--- src/rtl/spi_pkg.sv ---
// Shared SPI definitions: mode encodings, FSM state type and CPOL/CPHA accessors.
package spi_pkg;

  localparam logic [1:0] SPI_MODE0 = 2'b00;
  localparam logic [1:0] SPI_MODE1 = 2'b01;
  localparam logic [1:0] SPI_MODE2 = 2'b10;
  localparam logic [1:0] SPI_MODE3 = 2'b11;

  typedef enum logic {
    IDLE  = 1'b0,
    SHIFT = 1'b1
  } state_t;

  function automatic logic cpol(input logic [1:0] mode);
    return mode[1];
  endfunction

  function automatic logic cpha(input logic [1:0] mode);
    return mode[0];
  endfunction

endpackage

--- src/rtl/spi_slave_stream_if.sv ---
// System-side valid/ready streams of the SPI slave: TX words in, RX words out.
interface spi_slave_stream_if
  import spi_pkg::*;
#(
  parameter int DATA_W = 8
);

  logic [DATA_W-1:0] tx_data;
  logic              tx_valid;
  logic              tx_ready;
  logic [DATA_W-1:0] rx_data;
  logic              rx_valid;
  logic              rx_ready;

  modport slave (
    input  tx_data, tx_valid, rx_ready,
    output tx_ready, rx_data, rx_valid
  );

  modport master (
    output tx_data, tx_valid, rx_ready,
    input  tx_ready, rx_data, rx_valid
  );

endinterface

--- src/rtl/sync_fifo.sv ---
// Single-clock FIFO with first-word fall-through head and registered count/full/empty.
module sync_fifo
  import spi_pkg::*;
#(
  parameter int W     = 8,
  parameter int DEPTH = 4
) (
  input  logic                     clk,
  input  logic                     reset_n,
  input  logic                     push,
  input  logic [W-1:0]             push_data,
  input  logic                     pop,
  output logic [W-1:0]             pop_data,
  output logic [$clog2(DEPTH):0]   count,
  output logic                     full,
  output logic                     empty
);

  localparam int AW = $clog2(DEPTH);
  localparam logic [AW:0] FULL_COUNT = (AW + 1)'(DEPTH);

  logic [W-1:0]  mem [DEPTH];
  logic [AW-1:0] wr_ptr_reg;
  logic [AW-1:0] rd_ptr_reg;
  logic [AW:0]   count_reg;
  logic [AW:0]   count_next;
  logic          full_reg;
  logic          empty_reg;
  logic          do_push;
  logic          do_pop;

  // Flags come from registers, so a pop never frees space for a push in the same cycle.
  assign do_push = push & ~full_reg;
  assign do_pop  = pop & ~empty_reg;

  always_comb begin
    count_next = count_reg;
    if (do_push && !do_pop) begin
      count_next = count_reg + 1'b1;
    end else if (!do_push && do_pop) begin
      count_next = count_reg - 1'b1;
    end
  end

  always_ff @(posedge clk or negedge reset_n) begin
    if (!reset_n) begin
      wr_ptr_reg <= '0;
      rd_ptr_reg <= '0;
      count_reg  <= '0;
      full_reg   <= 1'b0;
      empty_reg  <= 1'b1;
    end else begin
      if (do_push) begin
        wr_ptr_reg <= wr_ptr_reg + 1'b1;
      end
      if (do_pop) begin
        rd_ptr_reg <= rd_ptr_reg + 1'b1;
      end
      count_reg <= count_next;
      full_reg  <= (count_next == FULL_COUNT);
      empty_reg <= (count_next == '0);
    end
  end

  always_ff @(posedge clk) begin
    if (do_push) begin
      mem[wr_ptr_reg] <= push_data;
    end
  end

  assign pop_data = mem[rd_ptr_reg];
  assign count    = count_reg;
  assign full     = full_reg;
  assign empty    = empty_reg;

endmodule

--- src/rtl/spi_slave_stream.sv ---
// SPI slave, all four modes, with TX/RX FIFOs toward on-chip logic.
// SPI pins are oversampled by clk through synchronisers; all logic runs on clk.
module spi_slave_stream
  import spi_pkg::*;
#(
  parameter int DATA_W      = 8,
  parameter int TX_DEPTH    = 4,
  parameter int RX_DEPTH    = 4,
  parameter int SYNC_STAGES = 2
) (
  input  logic                     clk,
  input  logic                     reset_n,
  input  logic [1:0]               cfg_mode,
  spi_slave_stream_if.slave        stream,
  input  logic                     sclk,
  input  logic                     ss_n,
  input  logic                     mosi,
  output logic                     miso,
  output logic                     miso_oe,
  output logic                     busy,
  output logic                     tx_underrun,
  output logic                     rx_overrun
);

  localparam int CW = (DATA_W > 2) ? $clog2(DATA_W) : 1;
  localparam logic [CW-1:0] CNT_TOP = CW'(DATA_W - 1);

  logic [SYNC_STAGES-1:0] sclk_sync_reg;
  logic [SYNC_STAGES-1:0] ss_sync_reg;
  logic [SYNC_STAGES-1:0] mosi_sync_reg;
  logic                   sclk_prev_reg;
  logic                   ss_prev_reg;
  logic                   sclk_s, ss_s, mosi_s;
  logic                   sclk_rise, sclk_fall, ss_fall, ss_rise;
  logic                   lead_edge, trail_edge, sample_edge, shift_edge;

  state_t                 state_reg, state_next;
  logic [1:0]             mode_reg, mode_next;
  logic [DATA_W-1:0]      tx_shift_reg, tx_shift_next;
  logic [DATA_W-1:0]      rx_shift_reg, rx_shift_next;
  logic [CW-1:0]          cnt_reg, cnt_next;
  logic                   miso_reg, miso_next;
  logic                   first_reg, first_next;
  logic                   underrun_reg, underrun_next;
  logic                   overrun_reg, overrun_next;

  logic                   tx_pop, tx_full, tx_empty;
  logic [DATA_W-1:0]      tx_head, load_word;
  logic [$clog2(TX_DEPTH):0] tx_count;
  logic                   rx_push, rx_full, rx_empty;
  logic [DATA_W-1:0]      rx_word;
  logic [$clog2(RX_DEPTH):0] rx_count;
  logic                   unused_counts;

  sync_fifo #(.W(DATA_W), .DEPTH(TX_DEPTH)) u_tx_fifo (
    .clk       (clk),
    .reset_n   (reset_n),
    .push      (stream.tx_valid),
    .push_data (stream.tx_data),
    .pop       (tx_pop),
    .pop_data  (tx_head),
    .count     (tx_count),
    .full      (tx_full),
    .empty     (tx_empty)
  );

  sync_fifo #(.W(DATA_W), .DEPTH(RX_DEPTH)) u_rx_fifo (
    .clk       (clk),
    .reset_n   (reset_n),
    .push      (rx_push),
    .push_data (rx_word),
    .pop       (stream.rx_ready),
    .pop_data  (stream.rx_data),
    .count     (rx_count),
    .full      (rx_full),
    .empty     (rx_empty)
  );

  assign stream.tx_ready = ~tx_full;
  assign stream.rx_valid = ~rx_empty;
  assign unused_counts   = ^{tx_count, rx_count};

  // ss_n synchronisers idle high so reset looks like a deselected bus.
  always_ff @(posedge clk or negedge reset_n) begin
    if (!reset_n) begin
      sclk_sync_reg <= '0;
      ss_sync_reg   <= '1;
      mosi_sync_reg <= '0;
      sclk_prev_reg <= 1'b0;
      ss_prev_reg   <= 1'b1;
    end else begin
      sclk_sync_reg <= {sclk_sync_reg[SYNC_STAGES-2:0], sclk};
      ss_sync_reg   <= {ss_sync_reg[SYNC_STAGES-2:0], ss_n};
      mosi_sync_reg <= {mosi_sync_reg[SYNC_STAGES-2:0], mosi};
      sclk_prev_reg <= sclk_s;
      ss_prev_reg   <= ss_s;
    end
  end

  assign sclk_s      = sclk_sync_reg[SYNC_STAGES-1];
  assign ss_s        = ss_sync_reg[SYNC_STAGES-1];
  assign mosi_s      = mosi_sync_reg[SYNC_STAGES-1];
  assign sclk_rise   = sclk_s & ~sclk_prev_reg;
  assign sclk_fall   = ~sclk_s & sclk_prev_reg;
  assign ss_fall     = ~ss_s & ss_prev_reg;
  assign ss_rise     = ss_s & ~ss_prev_reg;
  assign lead_edge   = cpol(mode_reg) ? sclk_fall : sclk_rise;
  assign trail_edge  = cpol(mode_reg) ? sclk_rise : sclk_fall;
  assign sample_edge = cpha(mode_reg) ? trail_edge : lead_edge;
  assign shift_edge  = cpha(mode_reg) ? lead_edge : trail_edge;
  assign load_word   = tx_empty ? '0 : tx_head;
  assign rx_word     = {rx_shift_reg[DATA_W-2:0], mosi_s};

  always_comb begin
    state_next    = state_reg;
    mode_next     = mode_reg;
    tx_shift_next = tx_shift_reg;
    rx_shift_next = rx_shift_reg;
    cnt_next      = cnt_reg;
    miso_next     = miso_reg;
    first_next    = first_reg;
    underrun_next = 1'b0;
    overrun_next  = 1'b0;
    tx_pop        = 1'b0;
    rx_push       = 1'b0;
    case (state_reg)
      IDLE: begin
        if (ss_fall) begin
          state_next    = SHIFT;
          mode_next     = cfg_mode;
          cnt_next      = CNT_TOP;
          first_next    = 1'b1;
          rx_shift_next = '0;
          tx_pop        = 1'b1;
          underrun_next = tx_empty;
          tx_shift_next = load_word;
          if (!cpha(cfg_mode)) begin
            miso_next     = load_word[DATA_W-1];
            tx_shift_next = load_word << 1;
          end
        end
      end
      SHIFT: begin
        if (ss_rise) begin
          state_next    = IDLE;
          cnt_next      = CNT_TOP;
          rx_shift_next = '0;
        end else begin
          if (sample_edge) begin
            rx_shift_next = rx_word;
            if (cnt_reg == '0) begin
              rx_push      = 1'b1;
              overrun_next = rx_full;
              cnt_next     = CNT_TOP;
            end else begin
              cnt_next = cnt_reg - 1'b1;
            end
          end
          // A shift edge after a completed word starts the next word without a gap.
          if (shift_edge) begin
            first_next = 1'b0;
            if (cnt_reg == CNT_TOP && !first_reg) begin
              tx_pop        = 1'b1;
              underrun_next = tx_empty;
              miso_next     = load_word[DATA_W-1];
              tx_shift_next = load_word << 1;
            end else begin
              miso_next     = tx_shift_reg[DATA_W-1];
              tx_shift_next = tx_shift_reg << 1;
            end
          end
        end
      end
      default: state_next = IDLE;
    endcase
  end

  always_ff @(posedge clk or negedge reset_n) begin
    if (!reset_n) begin
      state_reg    <= IDLE;
      mode_reg     <= SPI_MODE0;
      tx_shift_reg <= '0;
      rx_shift_reg <= '0;
      cnt_reg      <= CNT_TOP;
      miso_reg     <= 1'b0;
      first_reg    <= 1'b0;
      underrun_reg <= 1'b0;
      overrun_reg  <= 1'b0;
    end else begin
      state_reg    <= state_next;
      mode_reg     <= mode_next;
      tx_shift_reg <= tx_shift_next;
      rx_shift_reg <= rx_shift_next;
      cnt_reg      <= cnt_next;
      miso_reg     <= miso_next;
      first_reg    <= first_next;
      underrun_reg <= underrun_next;
      overrun_reg  <= overrun_next;
    end
  end

  assign miso        = miso_reg;
  assign miso_oe     = ~ss_s;
  assign busy        = (state_reg == SHIFT);
  assign tx_underrun = underrun_reg;
  assign rx_overrun  = overrun_reg;

endmodule
--- src/flat_wrapper.sv ---
// flat-port wrapper written by rule: the top's interface ports become plain ports
module spi_slave_stream_flat import spi_pkg::*;
#(
  parameter int DATA_W      = 8,
  parameter int TX_DEPTH    = 4,
  parameter int RX_DEPTH    = 4,
  parameter int SYNC_STAGES = 2
)
  (clk, reset_n, cfg_mode, sclk, ss_n, mosi, miso, miso_oe, busy, tx_underrun, rx_overrun, stream_tx_data, stream_tx_valid, stream_rx_ready, stream_tx_ready, stream_rx_data, stream_rx_valid);
  spi_slave_stream_if #(.DATA_W(DATA_W)) stream_i ();
  input  logic clk;
  input  logic reset_n;
  input  logic [1:0] cfg_mode;
  input  logic sclk;
  input  logic ss_n;
  input  logic mosi;
  output logic miso;
  output logic miso_oe;
  output logic busy;
  output logic tx_underrun;
  output logic rx_overrun;
  input wire logic [$bits(stream_i.tx_data)-1:0] stream_tx_data;
  input wire logic [$bits(stream_i.tx_valid)-1:0] stream_tx_valid;
  input wire logic [$bits(stream_i.rx_ready)-1:0] stream_rx_ready;
  output wire logic [$bits(stream_i.tx_ready)-1:0] stream_tx_ready;
  output wire logic [$bits(stream_i.rx_data)-1:0] stream_rx_data;
  output wire logic [$bits(stream_i.rx_valid)-1:0] stream_rx_valid;
  assign stream_i.tx_data = stream_tx_data;
  assign stream_i.tx_valid = stream_tx_valid;
  assign stream_i.rx_ready = stream_rx_ready;
  assign stream_tx_ready = stream_i.tx_ready;
  assign stream_rx_data = stream_i.rx_data;
  assign stream_rx_valid = stream_i.rx_valid;
  spi_slave_stream #(.DATA_W(DATA_W), .TX_DEPTH(TX_DEPTH), .RX_DEPTH(RX_DEPTH), .SYNC_STAGES(SYNC_STAGES)) u_core (.clk(clk), .reset_n(reset_n), .cfg_mode(cfg_mode), .stream(stream_i), .sclk(sclk), .ss_n(ss_n), .mosi(mosi), .miso(miso), .miso_oe(miso_oe), .busy(busy), .tx_underrun(tx_underrun), .rx_overrun(rx_overrun));
endmodule
--- config.mk ---
export PLATFORM = sky130hd
export DESIGN_NAME = spi_slave_stream_flat
export DESIGN_NICKNAME = d
export VERILOG_FILES = /design/src/rtl/spi_pkg.sv /design/src/rtl/spi_slave_stream_if.sv /design/src/rtl/sync_fifo.sv /design/src/rtl/spi_slave_stream.sv /design/src/flat_wrapper.sv
export SDC_FILE = /design/constraint.sdc
export NUM_CORES = 1
export LEC_CHECK = 0
export ABC_AREA = 1
export CAP_MARGIN = 10
export CORE_MARGIN = 4
export CORE_UTILIZATION = 60
export DETAILED_ROUTE_END_ITERATION = 10
export GPL_TIMING_DRIVEN = 0
export PLACE_DENSITY = 0.81
export SYNTH_ARGS = -nofsm -noshare
export SYNTH_HDL_FRONTEND = slang
export SYNTH_SLANG_ARGS = --single-unit
--- constraint.sdc ---
create_clock -name clk -period 5.5 [get_ports clk]
set_input_delay 1.1 -clock clk [delete_from_list [all_inputs] [get_ports clk]]
set_output_delay 1.1 -clock clk [all_outputs]
set_load 0.02 [all_outputs]
==> flow_summary.toml <==
[cts]
num_cts_buffers = 17
worst_setup_hold_path_clk_slew_ns = 0.06
worst_skew_pair.late_latency_ns = 0.52
cts.htree.levels = 4
cts-resized-gates = 0
ctsRootBufferMaster = "clkbuf_8"
max-clock-path-buffers = 2
postCtsHoldBufs = 0
post_cts_buffers = 0
tritoncts_clock_tree = "built"
cts_sinks = 115

[worst_setup_path]
cp_data_required_time_ns = 4.40
critical_path.startpoint_type = "flip-flop"
crit_arrival_ns = 2.63
critPathMaxFanout = 10
timing.critical_path.to_type = "primary output"
crit_type = "reg -> out"

[timing]
rsz0062_at_grt = "no"
finalSetupViolations = 0
maximum_clock_frequency_mhz = 268
slew_of_the_pin_with_the_lowest_slew_margin_ns = 0.848
fin_skew_ns = 0.00722
period_share_pct = 67.8
tns_ns = 0
final_hold_viol_count = 0
post-route-min-period_ns = 3.73
maxSlewViolCount = 0
maxSlewHeadroom_pct = 43.3

[die]
die_w_um = 98.8
dieHeight_um = 98.8
die_area_mm2 = 0.00976
io_pins = 32
core.rowCount = 32
floorplan.initialDensity_pct = 62.7
design.core.area_mm2 = 0.00789

[detailed_routing]
routed_vias_inst = 5.55
drc = 0
routedWlPerCell_um = 16.4
detail_route.iter0.violations = 287
detailroute.via_count = 3439
drt.antenna.violating_nets = 0
wl_mm = 10.2
drt_pre_antenna_iters = 5

[global_routing]
globalRouteMet2Util_pct = 39.4
groute.layer.met1.usage_pct = 25.2
grt_pass1_wl_mm = 16.8
gr-usage-all-layers_pct = 22.5
grt_max_degree = 41
grt_pass1_vias = 3596
globalRoute.totalOverflow = 0
grt_antenna_before_repair = 0
met3_global_route_usage_pct = 6.37
globalRoute.busiestLayer = "met2"

[cells_and_area]
insertedDiodeCount = 0
syn_to_layout_area_delta_pct = 21.5
layout-drive-gt1-share_pct = 10.6
num-nets-final = 539
finish.instance_area_mm2 = 0.00601

[yosys]
postSynthCellCount = 456
synthesis.yosys.warnings = 0
synth_seq_cells = 115
synth_cell_type_count = 31
synth.yosys.seq_area_share_pct = 64.9
synthesis.area_mm2 = 0.00494
syn-mean-instance-area_um2 = 10.8
postSynthNetCount = 488

[placement]
hpwl_mm = 6.47
numPortBuffers = 31
routabilityCongestion = 0.816
post_dp_cell_area_mm2 = 0.00540

[power_and_ir_drop]
total_leakage_power_nw = 2.54
total_power_divided_by_cell_area_mw_per_mm2 = 551
irDropWorstVdd_v = 0.000372

[worst_hold_path]
hp-class = "reg -> reg"

[job]
cap_violations = 0

[outcome]
outcome = "completed"
cell usage after synthesis:
library cell	n	area share (%)
o22ai_1	19	2.4
nand4_1	3	0.38
nand2_1	51	3.9
a21oi_1	13	1.3
xnor2_1	2	0.35
o21ai_0	47	4.8
buf_2	3	0.30
o21ai_4	1	0.33
buf_4	3	0.46
and2_4	1	0.18
xor2_1	6	1.1
nor2_1	71	5.4
nand2_2	2	0.25
or2_2	1	0.13
a21boi_2	1	0.23
inv_1	61	4.6
nor2_2	1	0.13
nand3_2	1	0.20
o211ai_1	2	0.30
nor3_1	1	0.10
o221ai_1	4	0.71
ha_1	15	3.8
a22o_1	1	0.18
edfxtp_1	64	39
clkbuf_1	6	0.46
dfrtp_1	43	22
nand2_4	3	0.68
a31oi_1	3	0.38
nor3_4	1	0.33
nand3_1	18	1.8
dfstp_2	8	4.3
layout make-up:
class | count | area [um^2]
clock inverter | 11 | 186
inverter | 61 | 229
clock buffer | 19 | 422
timing repair buffer | 32 | 325
fill | 464 | 1880
buffer | 12 | 60.1
tap | 102 | 128
sequential | 115 | 3210
multi-input combinational | 268 | 1450
logic make-up (layout without fill, tap and decap cells):
logic type | after synthesis | in the layout | synth area share, %
fa+ha+maj | 15 | 15 | 3.80
flops | 115 | 115 | 64.9
simple gates | 154 | 154 | 13.5
buf+inv | 73 | 135 | 5.84
xor+xnor | 8 | 8 | 1.42
compound gates | 91 | 91 | 10.6
through the flow:
stage	utilization, %	setup slack, ns	total power, mW	hold WS, ns	std cells
after floorplan	-	3.04	1.84	0.331	456
after global placement	68.2	1.83	2.11	0.332	589
after detailed placement	68.4	2.30	2.16	0.336	590
after CTS	76.1	1.72	3.31	0.348	620
after global routing	76.1	1.59	3.50	0.364	620
final	76.1	1.77	3.31	0.347	620
cell usage in the layout (no fill, tap or decap), types with 2 or more instances in the layout:
master	Yosys	routed
o211ai_1	2	2
bufinv_16	0	5
edfxtp_1	64	64
ha_1	15	15
dfrtp_1	43	43
nor2_1	71	71
nand2_4	3	3
a21oi_1	13	13
nand2_2	2	2
nand3_1	18	18
nand4_1	3	3
clkinv_4	0	2
xnor2_1	2	2
inv_1	61	61
o221ai_1	4	4
o21ai_0	47	47
nand2_1	51	51
dfstp_2	8	8
buf_4	3	3
clkinv_2	0	3
a31oi_1	3	3
xor2_1	6	6
clkbuf_1	6	8
clkbuf_16	0	16
buf_2	3	4
clkdlybuf4s50_1	0	30
o22ai_1	19	19
where the power goes:
part | internal (mW) | leakage [nW] | switching [mW]
Clock | 0.772 | 0.299 | 0.359
Combinational | 0.365 | 1.03 | 0.655
Sequential | 1.08 | 1.21 | 0.0749
Total | 2.22 | 2.54 | 1.09
path summary, 6_finish.rpt:
path / startpoint / end / slack, ns / depth (start not counted)
max: u_core.u_rx_fifo.rd_ptr_reg[0] / stream_rx_data[3] / 1.77 / 6
min: u_core.sclk_sync_reg[0] / u_core.sclk_sync_reg[1] / 0.35 / 0
max reg2reg: u_core.cnt_reg[0] / u_core.u_rx_fifo.mem[3][2] / 3.32 / 6
min reg2reg: u_core.sclk_sync_reg[0] / u_core.sclk_sync_reg[1] / 0.35 / 0
max in group asynchronous: reset_n / u_core.cnt_reg[1] / 4.46 / 2
min in group asynchronous: reset_n / u_core.sclk_sync_reg[0] / 0.46 / 1
metal layers:
metal	share of wire (%)	wire length [um]
met2	53	5390
met4	2.6	260
met3	4.9	496
met1	40	4040
met5	0	0
worst max-delay path, cell delays in order (launching register included):
cell,delay [ns]
dfrtp_1,0.36
clkbuf_1,0.20
inv_1,0.24
clkbuf_1,0.39
nor2_1,0.08
o22ai_1,0.20
clkdlybuf4s50_1,0.63
No activity file was read; power rests on OpenSTA's default activity.
==> variant: new RTL, config.mk and constraints unchanged <==
Make the reset (`reset_n`) synchronous in 3 clocked blocks.
--- a/src/rtl/sync_fifo.sv
+++ b/src/rtl/sync_fifo.sv
@@ -42,7 +42,7 @@
     end
   end
 
-  always_ff @(posedge clk or negedge reset_n) begin
+  always_ff @(posedge clk) begin
     if (!reset_n) begin
       wr_ptr_reg <= '0;
       rd_ptr_reg <= '0;
--- a/src/rtl/spi_slave_stream.sv
+++ b/src/rtl/spi_slave_stream.sv
@@ -81,7 +81,7 @@
   assign unused_counts   = ^{tx_count, rx_count};
 
   // ss_n synchronisers idle high so reset looks like a deselected bus.
-  always_ff @(posedge clk or negedge reset_n) begin
+  always_ff @(posedge clk) begin
     if (!reset_n) begin
       sclk_sync_reg <= '0;
       ss_sync_reg   <= '1;
@@ -175,7 +175,7 @@
     endcase
   end
 
-  always_ff @(posedge clk or negedge reset_n) begin
+  always_ff @(posedge clk) begin
     if (!reset_n) begin
       state_reg    <= IDLE;
       mode_reg     <= SPI_MODE0;
Formal check against the unedited RTL: differs if reset_n is asserted again (counterexample within 4 cycles, from zero or initial values and one cycle with reset_n low); with reset_n held inactive, the same outputs for 10 cycles.
==> variant against the unedited design <==
Sequential share of layout area shrank 4.2 points. Area after synthesis grew 3.5%. Core utilization shrank 1.8 points. Sequential cell count grew 4. Design area grew 2.2%. Final cell count grew 12%. Wire length grew 3.5%. Setup slack gained 0.18 ns. Die area grew 3.2%. First-iteration DRC count shrank 0.35%. Critical endpoint unchanged.
Power is not compared: it rests on default switching activity, and its combinational part moved more than twofold at a synthesized area within 25%.
==> variant: results (changes against the unedited design) <==
| Metric | Value |
|---|---|
| Largest net degree at the start of global routing | `17 (was 41)` |
| Nets | `608 (was 539)` |
| Drt first pass iters | `5 (unchanged)` |
| Hold path endpoint | `u_core.mosi_sync_reg[1] (was u_core.sclk_sync_reg[1])` |
| Status | `finished clean (unchanged)` |
| Fillers | `569 (was 464)` |
| H-tree depth | `4 (unchanged)` |
| Syn nets | `559 (was 488)` |
| First DRT Iteration DRCs | `286 (was 287)` |
| Worst hold path type | `reg -> reg (unchanged)` |
| Register area share after synthesis | `59.07% (was 64.88%)` |
| Final hold vios | `0 (unchanged)` |
| Routability-driven placement congestion ratio | `0.8190 (was 0.8162)` |
| Post-synth top cells | `66 x nor2_1, 64 x edfxtp_1, 61 x nand2_1 (was 71 x nor2_1, 64 x edfxtp_1, 61 x inv_1)` |
| Root Driver | `clkbuf_8 (unchanged)` |
| WHS | `0.4114 ns (was 0.3474 ns)` |
| Max Clock Skew | `0.007812 ns (was 0.007218 ns)` |
| Total grt overflow | `0 (unchanged)` |
| Maximum buffer depth of the clock tree | `2 (unchanged)` |
| Worst r2r src | `u_core.cnt_reg[0] (unchanged)` |
| Crit-path max FO | `10 (unchanged)` |
| Synth Area per Inst | `9.710 µm² (was 10.84 µm²)` |
| Max VDD drop | `about 0.24 mV` |
| Top post-synthesis cells by area | `edfxtp_1 38%, dfxtp_1 22%, o21ai_0 5.9% (was edfxtp_1 39%, dfrtp_1 22%, nor2_1 5.4%)` |
| Total track usage | `22.20% (was 22.46%)` |
| Worst hold path cell count | `2 (was 0)` |
| DP Cell Count | `662 (was 590)` |
| Top FF cell, synth | `edfxtp_1 (unchanged)` |
| Number of non-filler instances in the completed layout | `694 (was 620)` |
| Die span in x | `100.4 µm (was 98.78 µm)` |
| Initial antenna violation count | `0 (unchanged)` |
| Ratio of cells with drive above 1 in the final layout | `13.24% (was 10.62%)` |
| Count of cell types in the netlist | `33 (was 31)` |
| R2R setup slack | `3.39 ns (was 3.32 ns)` |
| First-pass GRT wire length | `17410 µm (was 16810 µm)` |
| Synth Warn # | `0 (unchanged)` |
| Vias in the first global route | `3735 (was 3596)` |
| R2r endpoint | `u_core.u_rx_fifo.mem[0][3] (was u_core.u_rx_fifo.mem[3][2])` |
| DPL Wire Length | `7099 µm (was 6466 µm)` |
| Hold Crit Start | `u_core.mosi_sync_reg[0] (was u_core.sclk_sync_reg[0])` |
| Routed vias/inst | `5.526 (was 5.547)` |
| CP Data Arrival Time | `2.44 ns (was 2.63 ns)` |
| Rel. slew slack | `45.06% (was 43.29%)` |
| WL/cell | `15.20 µm (was 16.44 µm)` |
| # port buffers | `30 (was 31)` |
| Share of synthesized registers carrying an async set or reset | `0% (was 44.35%)` |
| Inserted Clock Buffers | `17 (unchanged)` |
| Placement Setup Slack | `2.513 ns (was 2.301 ns)` |
-- variant: changes by cell type in the layout (fill, tap and decap cells not counted), sizes merged, moves of 4 or more --
| cell | before | now |
|---|---|---|
| clkbuf | 25 | 30 |
| o221ai | 4 | 0 |
| dfxtp | 0 | 55 |
| dfstp | 8 | 0 |
| dfrtp | 43 | 0 |
| nand2 | 56 | 76 |
| o22ai | 19 | 12 |
| o21ai | 48 | 65 |
| nand3 | 19 | 33 |
| a21oi | 13 | 40 |
-- variant: worst max-delay path: stages, from the launching register on --
cell and delay [ns]:
dfxtp_1 0.39, inv_1 0.21, clkbuf_1 0.39, nor2_1 0.10, o22ai_1 0.21, clkdlybuf4s50_1 0.63
-- variant: metrics by stage --
stage | util, % | cell area [µm²] | power [W]
final | 74.30 | 6136 | 0.002411
after global routing | 74.30 | 6136 | 0.002508
after CTS | 74.30 | 6136 | 0.002420
after detailed placement | 67.20 | 5549 | 0.001355
after global placement | 67.20 | 5549 | 0.001341
after floorplan | - | 5117 | 0.001250
-- variant: cells by family (layout without fill, tap and decap cells) --
kind of cell / count (synthesis) / after routing / synth area share [%]
adder cells (fa/ha/maj): 15 / 15 / 3.667
buffers and inverters: 79 / 141 / 6.308
AND/OR/NAND/NOR: 189 / 189 / 17.85
AO/OA/AOI/OAI: 120 / 120 / 12.25
XOR/XNOR: 5 / 5 / 0.8559
flip-flops: 119 / 119 / 59.07
-- variant: worst max-delay path by stage --
stage               cells after the start  startpoint                end  slack [ns]
detailed placement                      5    register  stream_rx_data[3]        2.51
CTS                                     5    register  stream_rx_data[3]        1.94
global route                            5    register  stream_rx_data[3]        1.80
finish                                  5    register  stream_rx_data[3]        1.96
floorplan                               4    register  stream_rx_data[5]        3.22
global placement                        5    register  stream_rx_data[3]        2.52
-- variant: area by class of cell --
type	count	area [µm²]	area share (%)
Inverter	61	229.0	3.732
Clock buffer	19	441.7	7.198
Clock inverter	13	145.1	2.365
Timing Repair Buffer	30	300.3	4.894
Buffer	18	93.84	1.529
Sequential cell	119	3023	49.27
Tap cell	105	131.4	2.141
Multi-Input combinational cell	329	1772	28.87
-- variant: metal layers --
metal	global-route usage [%]	wire [µm]
met1	28.15	4354
met2	36.60	5396
met3	5.351	652
met4	9.119	148
met5	0	0
-- variant: report_power, final --
group          switching (W)  internal [W]
combinational       0.000207      0.000127
sequential         0.0000282      0.000977
clock               0.000399      0.000672
